===== src/rtl/wb_stage.sv =====
// wb_stage: MEM/WB pipeline register and write-back stage of the LEGv8 core.
// It captures the MEM-stage result, then sizes and extends load data.
// It drives the register-file write port and suppresses writes to X31 (XZR).
// It also counts retired instructions.
// Optional feature macro: WB_BYPASS_EN adds a same-cycle write->read bypass
// for the two ID-stage read ports.
`ifndef WORD
`define WORD 64
`endif

module wb_stage #(
    parameter int WORD_W = `WORD,
    parameter int CNT_W  = 32
) (
    input  logic              clk,
    input  logic              rst_n,
    input  logic              m_valid,
    input  logic              m_RegWrite,
    input  logic              m_MemtoReg,
    input  logic [1:0]        m_size,
    input  logic              m_signed,
    input  logic [4:0]        m_rd,
    input  logic [WORD_W-1:0] m_alu_res,
    input  logic [WORD_W-1:0] m_mem_rdata,
    input  logic              stall,
    input  logic              flush,
`ifdef WB_BYPASS_EN
    input  logic [4:0]        r_reg1,
    input  logic [4:0]        r_reg2,
    input  logic [WORD_W-1:0] r_data1,
    input  logic [WORD_W-1:0] r_data2,
    output logic [WORD_W-1:0] byp_data1,
    output logic [WORD_W-1:0] byp_data2,
    output logic              byp_hit1,
    output logic              byp_hit2,
`endif
    output logic [4:0]        w_reg,
    output logic [WORD_W-1:0] w_data,
    output logic              RegWrite,
    output logic [CNT_W-1:0]  retired
);

    localparam logic [4:0] XZR = 5'd31;

    // Take the low byte/half/word/double of the right-aligned load data.
    // Then zero- or sign-extend it; a double load ignores the signed flag.
    function automatic logic [WORD_W-1:0] load_ext(
        input logic [WORD_W-1:0] rdata,
        input logic [1:0]        size,
        input logic              sgn
    );
        logic [WORD_W-1:0] ext;
        case (size)
            2'b00: ext = {{(WORD_W-8){sgn & rdata[7]}}, rdata[7:0]};
            2'b01: ext = {{(WORD_W-16){sgn & rdata[15]}}, rdata[15:0]};
            2'b10: ext = {{(WORD_W-32){sgn & rdata[31]}}, rdata[31:0]};
            2'b11: ext = rdata;
            default: ext = rdata;
        endcase
        return ext;
    endfunction

    logic              wb_valid_r;
    logic              wb_we_r;
    logic [4:0]        wb_rd_r;
    logic [WORD_W-1:0] wb_data_r;
    logic [CNT_W-1:0]  retired_r;
    logic [WORD_W-1:0] result_s;
    logic              capture_s;

    // Choose the write-back value: the ALU result or the extended load data.
    always_comb begin
        result_s = m_alu_res;
        if (m_MemtoReg) begin
            result_s = load_ext(m_mem_rdata, m_size, m_signed);
        end else begin
            result_s = m_alu_res;
        end
    end

    assign capture_s = m_valid & ~flush & ~stall;

    // MEM/WB register: capture when not stalled; flush still kills valid during a stall.
    always_ff @(posedge clk or negedge rst_n) begin
        if (!rst_n) begin
            wb_valid_r <= 1'b0;
            wb_we_r    <= 1'b0;
            wb_rd_r    <= 5'd0;
            wb_data_r  <= {WORD_W{1'b0}};
        end else if (!stall) begin
            wb_valid_r <= m_valid & ~flush;
            wb_we_r    <= m_RegWrite;
            wb_rd_r    <= m_rd;
            wb_data_r  <= result_s;
        end else if (flush) begin
            wb_valid_r <= 1'b0;
        end else begin
            wb_valid_r <= wb_valid_r;
        end
    end

    // Retire counter: one count per valid instruction captured; wraps naturally.
    always_ff @(posedge clk or negedge rst_n) begin
        if (!rst_n) begin
            retired_r <= {CNT_W{1'b0}};
        end else if (capture_s) begin
            retired_r <= retired_r + {{(CNT_W-1){1'b0}}, 1'b1};
        end else begin
            retired_r <= retired_r;
        end
    end

    // The write enable is derived from registered state only.
    // An asynchronous reset therefore drops it at once.
    assign w_reg    = wb_rd_r;
    assign w_data   = wb_data_r;
    assign RegWrite = wb_valid_r & wb_we_r & (wb_rd_r != XZR);
    assign retired  = retired_r;

`ifdef WB_BYPASS_EN
    // Same-cycle bypass: forward the pending write to a matching ID read.
    // X31 never hits because RegWrite is already low for it.
    always_comb begin
        byp_hit1  = RegWrite & (r_reg1 == wb_rd_r);
        byp_hit2  = RegWrite & (r_reg2 == wb_rd_r);
        byp_data1 = r_data1;
        byp_data2 = r_data2;
        if (byp_hit1) begin
            byp_data1 = wb_data_r;
        end else begin
            byp_data1 = r_data1;
        end
        if (byp_hit2) begin
            byp_data2 = wb_data_r;
        end else begin
            byp_data2 = r_data2;
        end
    end
`endif

endmodule


===== config.mk =====
export PLATFORM = sky130hd
export DESIGN_NAME = wb_stage
export DESIGN_NICKNAME = d
export VERILOG_FILES = /design/src/rtl/wb_stage.sv
export SDC_FILE = /design/constraint.sdc
export NUM_CORES = 1
export LEC_CHECK = 0
export BUFFER_PORTS_ARGS = -buffer_cell sky130_fd_sc_hd__buf_2
export CORE_ASPECT_RATIO = 2
export CORE_UTILIZATION = 50
export DETAILED_ROUTE_END_ITERATION = 8
export HOLD_SLACK_MARGIN = 0.06
export PLACE_DENSITY = 0.95
export SLEW_MARGIN = 20
export SYNTH_ARGS = -nofsm -noshare
export SYNTH_HDL_FRONTEND = slang
export SYNTH_SLANG_ARGS = --single-unit

===== constraint.sdc =====
create_clock -name clk -period 2.7 [get_ports clk]
set_input_delay 0.54 -clock clk [delete_from_list [all_inputs] [get_ports clk]]
set_output_delay 0.54 -clock clk [all_outputs]
set_load 0.02 [all_outputs]

; After elaboration in Yosys (flattened, before gate mapping)
; Index checks and enable logic that the tools add are counted.
[totals]
inputBits = 143
ramBits = 0
elab_cells = 25
romBits = 0
memories = 0
latch_bits = 0
output_inout_bits = 102
ff_bits = 103
[op_classes]
n_mux = 4
multipliers = 0
addsub = 1
n_div = 0
eq_ne = 5
shifts = 0
bitwise_logic = 9
magnitude_cmp = 0
reduce_logical = 1
[op_table]
columns = cell, count
row1 = case mux 64 bit (4 select lines), 1
row2 = 2-to-1 mux 64 bit, 1
row3 = "adder 32 x 1 -> 32 bit, second input constant", 1
row4 = bitwise AND 1 bit, 7
row5 = "!= test 5 bit, second input constant", 1
row6 = "equality test 2 bit, second input constant", 2
row7 = "equality test 2 x 1 -> 1 bit, second input constant", 1
row8 = zero test 2 bit, 1
row9 = 2-to-1 mux 1 bit, 2
row10 = "!= test 2 x 1 -> 1 bit, second input constant", 1
row11 = inverter 1 bit, 2

; Longest topological paths before layout
[logic_depth]
depth_word = 3
ltp_mapped = 6
mapped_depth_nobuf = 5

; Worst setup path before layout
; Ideal clock, no wire load.
[synth_timing]
path_type = input to register
startpoint = input port flush
endpoint = register retired_r[31] (netlist: retired[31])
path_stages = 4
arrival_time_ns = 1.758
required_time_ns = 2.572
path_slack_ns = 0.813
setup_ns = 0.128
n_path_buf = 0
path_cell_list = or3b_1 nor4_4 nand4_1 xnor2_1
[synth_via]
elab_chain_cells = 3
[synth_lines]
columns = item, line
row1 = "start, declared", 26  ; input logic flush,
row2 = inverter 1 bit, 81  ; assign capture_s = m_valid & ~flush & ~stall;
row3 = bitwise AND 1 bit (2 in series), 81
row4 = "end signal, assigned", 105  ; retired_r <= {CNT_W{1'b0}};
row5 = "end signal, assigned", 107  ; retired_r <= retired_r + {{(CNT_W-1){1'b0}}, 1'b1};
row6 = "end signal, assigned", 109  ; retired_r <= retired_r;
row7 = "end, declared", 67  ; logic [CNT_W-1:0] retired_r;
; No other way between the ends.
; A chain may end at the register's enable or synchronous reset.

; Worst setup path after layout
[layout_timing]
startpoint = register retired_r[0] (netlist: retired[0])
endpoint = register retired_r[22] (netlist: retired[22])
[layout_via]
elab_chain_cells = 1
[layout_lines]
columns = item, line
row1 = adder 32 x 1 -> 32 bit, 107
; No other way between the ends.

==> metrics.yaml <==
status: "complete, no violations"
numPortBuffers: 244
worstMarginPinSlew_ps: 804
ys_seq_area_frac: 0.527
antenna_found_initial: 0
critPathArrivalTime_ps: 2250
drive_gt1_frac: 0.355
placed_cells: 886
synth_most_common_cell: "dfrtp_1"
relSlewSlack: 0.464
final_hold_viol_count: 0
irDropWorstVdd_mv: 0.314
yosys.area.top_type: "dfrtp_1"
period_share: 0.750
maxSlewViolCount: 0
synth_edf_count: 0
ys_async_sr_fraction: 1.00
vias: 4873
fin_cells: 902
fin_crit_ps: 2030
cts.htree.levels: 3
avgSynthCellArea_um2: 9.05
tritoncts: "yes"
dr.pass1.iters: 4
hold_buffers: 0
diodes: 0
rsz0062_at_grt: "no"
numClockSinks: 103
yosys-top-cells-area: "dfrtp_1 (53%), a21oi_1 (8.3%), nor2_1 (6.5%), nand2_1 (5.7%), xnor2_1 (5.0%)"
final_cell_area_mm2: 0.00652
final.setup.tns_ps: 0
avgViaCountPerCell: 5.40
synth_cell_types: 32
die_x_um: 71.9
critical_path.max_fanout: 10
grt_max_degree: 75
die_h_um: 142
p_leak_uw: 0.00330
finalPower_uw: 3900
route.antenna.remaining_nets: 0
max_cap_viol_count: 0
yosysTopAreaCellShare: 0.527
numCtsBuffers: 9
ys_warn_count: 0
num_rows: 50
post_cts_resized: 0
dieArea_mm2: 0.0102
finClkSkew_ps: 5.40
critPathCaptureType: "flip-flop"
start_util: 0.517
nFillCells: 726
clk_pin_slew_ps: 70
fin_nets: 911
clock_latency_ps: 340
largest_reg_flops: 64
coreArea_mm2: 0.00945
postCtsSetupRepairBufs: 0
syn_nets: 684
syn_to_final_growth_pct: 33.3
drc: 0
detail_route.wl_per_cell_um: 15.9
grt_pass1_vias: 4702
power.density_mw_per_mm2: 599
synthTopCellsByCount: "dfrtp_1 (103), nor2_1 (85), a21oi_1 (81)"
pin_count: 245
cp-start-kind: "flip-flop"
cts-root-buf: "clkbuf_16"
hold_class: "in2async"
worstPathRequired_ps: 2920
hpwlAfterDp_mm: 10.8
drt_iter0_markers: 314
syn_inst: 540
synthFlopType: "dfrtp_1"
clockBufferDepth: 2
gp_congestion: 0.825
max_freq_ghz: 0.494
dpl_cell_area_mm2: 0.00622
gr-total-overflow: 0
netlist_area_mm2: 0.00489
ys_ff_latch: 103
critPathKind: "reg2reg"
grt_pass1_wl_mm: 22.2
finalSetupViolCount: 0
grt_usage: 0.283
wl_mm: 14.3
[metrics by stage]
step	hold WS (ps)	utilization	setup WS (ps)
after floorplan	244	-	813
after global placement	461	0.659	522
after detailed placement	462	0.659	433
after CTS	203	0.690	671
after global routing	231	0.690	509
final	182	0.690	674
[path summary, 6_finish.rpt]
check,from,to,slack (ps),cells after the start
worst max-delay path,retired[0],retired[22],670,5
worst min-delay path,rst_n,w_reg[1],180,1
worst max register to register,retired[0],retired[22],670,5
worst min register to register,retired[31],retired[31],470,1
max in group asynchronous,rst_n,w_data[1],1780,2
min in group clk,flush,wb_valid_r,400,2
[power breakdown]
| part | internal [µW] | switching [µW] | total (µW) | leakage, µW |
|---|---|---|---|---|
| combinational | 316 | 526 | 841 | 0.00186 |
| clock | 684 | 572 | 1260 | 0.000146 |
| sequential | 1690 | 117 | 1810 | 0.00129 |
| total | 2690 | 1210 | 3900 | 0.00330 |
[routing by layer]
layer,up-vias,track usage,wire (µm),share of wire
li1,2307,-,-,-
met2,211,0.516,7900,0.55
met1,2327,0.321,5320,0.37
met4,0,0.108,336,0.023
met3,28,0.0490,765,0.053
met5,-,0,0,0
[cell usage in the layout, fill, tap and decap left out, drive strengths merged, types with 3 or more instances in the layout]
cell type / n
clkbuf: 11
clkinv: 3
and3: 8
nand3: 19
nor4: 3
nand4: 13
inv: 3
and4: 3
xnor2: 28
mux2i: 10
nand2b: 3
o31ai: 16
mux2: 7
nand2: 74
dfrtp: 103
buf: 252
nor2: 85
xor2: 3
a21oi: 81
o21ai: 34
[logic make-up (layout without fill, tap and decap cells)]
kind of cell | after synthesis | in the layout | synth area share
AND/OR/NAND/NOR | 219 | 219 | 0.206
AO/OA/AOI/OAI | 132 | 132 | 0.144
flip-flops | 103 | 103 | 0.527
buffers and inverters | 37 | 269 | 0.0284
XOR/XNOR | 31 | 31 | 0.0555
multiplexers | 17 | 17 | 0.0366
adder cells (fa/ha/maj) | 1 | 1 | 0.00256
[layout make-up]
type	count	area (µm²)	share of cell area
Inverter	1	3.75	0.000576
Multi-Input combinational cell	400	2180	0.335
Timing Repair Buffer	252	1300	0.199
Clock buffer	11	253	0.0388
Tap cell	130	163	0.0250
Clock inverter	5	40.0	0.00615
Sequential cell	103	2580	0.396
[worst max-delay path: stages, from the launching register on]
cell       delay [ps]
dfrtp_1           450
ha_1              190
nand4bb_1         220
nor4_4            670
nand4_1           220
xnor2_1           160
(Power assumes the default switching activity.)
